File: src/rtl/arith_pkg.sv
// Shared definitions for the iterative arithmetic unit: default operand width,
// control-state encoding and the iteration-counter sizing rule.
package arith_pkg;

  localparam int MUL_WIDTH = 32;

  typedef enum logic [1:0] {
    IDLE = 2'd0,
    BUSY = 2'd1,
    DONE = 2'd2
  } mul_state_e;

  // One extra bit so the counter can hold WIDTH itself without wrapping.
  function automatic int cnt_width(input int w);
    return $clog2(w) + 1;
  endfunction

endpackage

File: src/rtl/signed_multiplier_if.sv
// Start/ready handshake and operand/result bus of the signed multiplier.
interface signed_multiplier_if
  import arith_pkg::*;
#(
  parameter int WIDTH = MUL_WIDTH
);

  logic                      start;
  logic signed [WIDTH-1:0]   A;
  logic signed [WIDTH-1:0]   B;
  logic signed [2*WIDTH-1:0] product;
  logic                      ready;

  modport master (
    output start,
    output A,
    output B,
    input  product,
    input  ready
  );

  modport slave (
    input  start,
    input  A,
    input  B,
    output product,
    output ready
  );

endinterface

File: src/rtl/twos_abs.sv
// Splits an N-bit two's-complement value into sign and unsigned magnitude;
// the most negative value maps to 2^(N-1), which still fits in N unsigned bits.
module twos_abs #(
  parameter int N = 32
) (
  input  logic signed [N-1:0] x,
  output logic        [N-1:0] mag,
  output logic                sign
);

  logic [N-1:0] x_u;

  assign x_u  = x;
  assign sign = x_u[N-1];
  assign mag  = sign ? (~x_u + 1'b1) : x_u;

endmodule

File: src/rtl/signed_multiplier.sv
// Sequential sign-magnitude shift-add multiplier: one partial product per BUSY
// cycle, WIDTH cycles per operation, sign applied combinationally at the output.
module signed_multiplier
  import arith_pkg::*;
#(
  parameter int WIDTH = MUL_WIDTH
) (
  input  logic               clk,
  input  logic               rst_n,
  signed_multiplier_if.slave bus
);

  localparam int              CNT_W = cnt_width(WIDTH);
  localparam int              PW    = 2 * WIDTH;
  localparam logic [CNT_W-1:0] LAST = CNT_W'(WIDTH - 1);

  function automatic logic [PW-1:0] apply_sign(input logic [PW-1:0] mag,
                                               input logic          neg);
    return neg ? (~mag + 1'b1) : mag;
  endfunction

  mul_state_e       state_q;
  mul_state_e       state_d;
  logic [PW-1:0]    acc_q;
  logic [WIDTH-1:0] mcand_q;
  logic             neg_q;
  logic [CNT_W-1:0] count_q;

  logic [WIDTH-1:0] a_mag;
  logic [WIDTH-1:0] b_mag;
  logic             a_sign;
  logic             b_sign;
  logic [WIDTH-1:0] addend;
  logic [WIDTH:0]   sum;
  logic             ready_w;

  twos_abs #(.N(WIDTH)) u_abs_a (
    .x    (bus.A),
    .mag  (a_mag),
    .sign (a_sign)
  );

  twos_abs #(.N(WIDTH)) u_abs_b (
    .x    (bus.B),
    .mag  (b_mag),
    .sign (b_sign)
  );

  // Upper half accumulates; the carry lands in bit WIDTH and is shifted in.
  assign addend = acc_q[0] ? mcand_q : '0;
  assign sum    = {1'b0, acc_q[PW-1:WIDTH]} + {1'b0, addend};

  always_comb begin
    state_d = state_q;
    unique case (state_q)
      IDLE:    if (bus.start) state_d = BUSY;
      BUSY: begin
        if (bus.start)            state_d = BUSY;
        else if (count_q == LAST) state_d = DONE;
      end
      DONE:    if (bus.start) state_d = BUSY;
      default: state_d = IDLE;
    endcase
  end

  always_ff @(posedge clk or negedge rst_n) begin
    if (!rst_n) begin
      state_q <= IDLE;
      acc_q   <= '0;
      mcand_q <= '0;
      neg_q   <= 1'b0;
      count_q <= '0;
    end else begin
      state_q <= state_d;
      // start wins in every state: reload aborts any operation in flight.
      if (bus.start) begin
        mcand_q <= a_mag;
        acc_q   <= {{WIDTH{1'b0}}, b_mag};
        neg_q   <= a_sign ^ b_sign;
        count_q <= '0;
      end else if (state_q == BUSY) begin
        acc_q   <= {sum, acc_q[WIDTH-1:1]};
        count_q <= count_q + CNT_W'(1);
      end
    end
  end

  assign ready_w     = (state_q == DONE);
  assign bus.ready   = ready_w;
  assign bus.product = ready_w ? $signed(apply_sign(acc_q, neg_q)) : '0;

endmodule

File: src/flat_wrapper.sv
// flat-port wrapper written by rule: the top's interface ports become plain ports
module signed_multiplier_flat import arith_pkg::*;
#(
  parameter int WIDTH = MUL_WIDTH
)
  (clk, rst_n, bus_start, bus_A, bus_B, bus_product, bus_ready);
  signed_multiplier_if #(.WIDTH(WIDTH)) bus_i ();
  input  logic clk;
  input  logic rst_n;
  input wire logic [$bits(bus_i.start)-1:0] bus_start;
  input wire logic [$bits(bus_i.A)-1:0] bus_A;
  input wire logic [$bits(bus_i.B)-1:0] bus_B;
  output wire logic [$bits(bus_i.product)-1:0] bus_product;
  output wire logic [$bits(bus_i.ready)-1:0] bus_ready;
  assign bus_i.start = bus_start;
  assign bus_i.A = bus_A;
  assign bus_i.B = bus_B;
  assign bus_product = bus_i.product;
  assign bus_ready = bus_i.ready;
  signed_multiplier #(.WIDTH(WIDTH)) u_core (.clk(clk), .rst_n(rst_n), .bus(bus_i));
endmodule
File: config.mk
export PLATFORM = sky130hd
export DESIGN_NAME = signed_multiplier_flat
export DESIGN_NICKNAME = d
export VERILOG_FILES = /design/src/rtl/arith_pkg.sv /design/src/rtl/signed_multiplier_if.sv /design/src/rtl/twos_abs.sv /design/src/rtl/signed_multiplier.sv /design/src/flat_wrapper.sv
export SDC_FILE = /design/constraint.sdc
export NUM_CORES = 1
export LEC_CHECK = 0
export BUFFER_PORTS_ARGS = -buffer_cell sky130_fd_sc_hd__buf_2
export CORE_MARGIN = 2
export CORE_UTILIZATION = 35
export CTS_BUF_LIST = sky130_fd_sc_hd__clkbuf_8
export DETAILED_ROUTE_END_ITERATION = 12
export PLACE_DENSITY = 0.57
export SYNTH_ARGS = -nofsm -noshare
export SYNTH_HDL_FRONTEND = slang
export SYNTH_HIERARCHICAL = 1
export SYNTH_SLANG_ARGS = --single-unit
File: constraint.sdc
create_clock -name clk -period 3.5 [get_ports clk]
set_clock_uncertainty 0.05 [all_clocks]
set_input_delay 0.175 -clock clk [delete_from_list [all_inputs] [get_ports clk]]
set_output_delay 0.175 -clock clk [all_outputs]
set_load 0.005 [all_outputs]
==> flow_metrics.env <==
export IMPL_synth_async_reset_ratio=1.00
export IMPL_hpwl_um=20500
export IMPL_wl_um=27000
export IMPL_ant_nets=0
export IMPL_routedWlPerCell_um=16.9
export IMPL_port_buffers=131
export IMPL_grt_total_usage=0.189
export IMPL_clk_pin_slew_ns=0.10
export IMPL_synthesis_area_um2=9330
export IMPL_worst_slack_ns=-0.577
export IMPL_ys_seq_area_frac=0.282
export IMPL_fin_crit_ns=4.08
export IMPL_whs_path_depth=2
export IMPL_worstSetupPathType="reg2out"
export IMPL_area_growth_pct=19.0
export IMPL_cts_tree="done"
export IMPL_synth_cells=1118
export IMPL_fin_crit_sh=1.16
export IMPL_endpoint_kind="output pin"
export IMPL_fmax_ghz=0.245
export IMPL_grt_max_degree=63
export IMPL_route_detailed_drc=6
export IMPL_layout_common_cells="buf_2 (129), nand2_1 (126), dfrtp_1 (104)"
export IMPL_insertion_delay_ns=0.39
export IMPL_ys_flop_type="dfrtp_1"
export IMPL_fp_dieW_um=167
export IMPL_cp_arrival_ns=3.85
export IMPL_drt_first_iter_violations=531
export IMPL_violations="design-rule violations, negative setup slack"
export IMPL_synth_top_area_share=0.282
export IMPL_start_kind="flop"
export IMPL_synth_edf_count=0
export IMPL_cts_buffer_depth=2
export IMPL_drt_pass1_iterations=9
export IMPL_cap_violations=0
export IMPL_cts_sinks=105
export IMPL_leakagePower_nw=4.93
export IMPL_rsz0062_at_grt="yes"
export IMPL_yosysTopAreaCell="dfrtp_1"
export IMPL_slew_headroom=0.174
export IMPL_syn_area_per_cell_um2=8.35
export IMPL_start_util=0.357
export IMPL_power_mw=4.19
export IMPL_final_common_cell="buf_2"
export IMPL_core_area_um2=26100
export IMPL_n_antenna_cell=0
export IMPL_synth_seq_cells=105
export IMPL_antenna_found_initial=0
export IMPL_via_count=8520
export IMPL_grt_overflow=0
export IMPL_gp_congestion=0.874
export IMPL_mappedNetlistNets=1222
export IMPL_crit_required_ns=3.27
export IMPL_drive_gt1_frac=0.251
export IMPL_nets=1359
export IMPL_rows=59
export IMPL_place_area_um2=10600
export IMPL_cts_root_buf="clkbuf_8"
export IMPL_setup_viol=21
export IMPL_worst_pin_slew_ns=1.24
export IMPL_powerDensity_nw_per_um2=378
export IMPL_io_pins=132
export IMPL_reg2reg_depth=12
export IMPL_cp_max_fo=5
export IMPL_final_area_um2=11100
export IMPL_cts_buffers=9
export IMPL_vias_per_cell=5.35
export IMPL_finalHoldViolations=0
export IMPL_die_area_um2=28000
export IMPL_ir_worst_vdd_mv=0.172
export IMPL_grt_pass1_vias=8302
export IMPL_finalMaxSlewViolations=0
export IMPL_synth_cell_types=63
export IMPL_h_tree_depth=3
export IMPL_yosys_top_cells_area="dfrtp_1 (28%), xnor2_1 (7.9%), xor2_1 (6.4%)"
export IMPL_hold_slack_ns=0.0269
export IMPL_hold_class="in2reg"
export IMPL_grt_pass1_wl_um=43100
export IMPL_die_h_um=167
export IMPL_outcome="complete, but fails checks"
export IMPL_ys_warnings_count=6
==> worst paths after layout <==
check | to | slack (ns) | start
max | bus_product[55] | -0.58 | u_core/acc_q[25]
min | u_core/mcand_q[0] | 0.03 | bus_A[0]
max reg2reg | u_core/acc_q[61] | 0.26 | u_core/acc_q[0]
min reg2reg | u_core/mcand_q[19] | 0.46 | u_core/mcand_q[19]
max in group asynchronous | u_core/acc_q[19] | 2.34 | rst_n
min in group asynchronous | u_core/acc_q[6] | 0.26 | rst_n
==> critical path, cell delays in order (launching register included) <==
cell and delay (ns):
dfrtp_1 0.39, or3_4 0.39, or4_4 0.51, or3_4 0.39
or4_4 0.49, or3_4 0.37, or2_4 0.29, o41ai_4 0.25
xor2_1 0.18, nor2_1 0.05, buf_2 0.16
==> through the flow <==
| stage | setup TNS (ns) | util | instances | setup slack [ns] |
|---|---|---|---|---|
| after global placement | -0.356 | 0.405 | 1575 | -0.0727 |
| final | -6.70 | 0.425 | 1594 | -0.577 |
| after detailed placement | -0.702 | 0.405 | 1575 | -0.148 |
| after floorplan | 0 | - | 1118 | 0.0388 |
| after global routing | -9.52 | 0.425 | 1594 | -0.687 |
| after CTS | -7.97 | 0.417 | 1591 | -0.602 |
==> cells by family (layout without fill, tap and decap cells) <==
kind of cell	after synthesis	count (layout)	share of synthesized area
flops	105	105	0.282
compound gates	276	276	0.195
buf+inv	83	224	0.0350
fa+ha+maj	37	37	0.0504
xor+xnor	152	152	0.143
simple gates	401	401	0.223
mux	64	64	0.0729
==> metal layers <==
layer  up-vias  global-route usage  wire, um
met3        22              0.0158       651
li1       4235                   -         -
met5         -                   0         0
met2       138               0.317     12700
met4         0              0.0457       333
met1      4125               0.265     13300
==> cell usage after synthesis (all sizes together) (35+ instances only) <==
library cell  number
xor2              68
nand2            133
dfrtp            105
and2              35
clkbuf            49
nor2             101
ha                36
a21oi             64
o31ai             47
o21ai             87
xnor2             84
==> power breakdown <==
group	switching, mW	internal (mW)	total, mW	leakage (nW)
registers	0.248	1.39	1.64	1.31
logic	0.979	0.759	1.74	3.52
clock network	0.464	0.353	0.818	0.0994
==> layout make-up <==
type,count,area (um^2)
repair buffers,188,1120
inverters,21,78.8
fillers,2721,15000
clock buffers,10,138
well taps,335,419
clock inverters,5,63.8
flip-flops and latches,105,2630
multi-input cells,930,6650
==> repair_timing <==
action / 4_1_cts / 5_1_grt
pin swaps: 14 / 21
endpoints found under the setup margin: 29 / 32
hold buffers: 1 / 0
resized for setup: 19 / 39
setup buffers: 1 / 4
endpoints found under the hold margin: 34 / 0
==> state kept, by name (all words and copies together), names as in the netlist <==
register / flops
u_core/count_q: 6
u_core/mcand_q: 32
u_core/neg_q: 1
u_core/state_q: 2
u_core/acc_q: 64
Note: power is estimated with default switching activity, not from simulation.
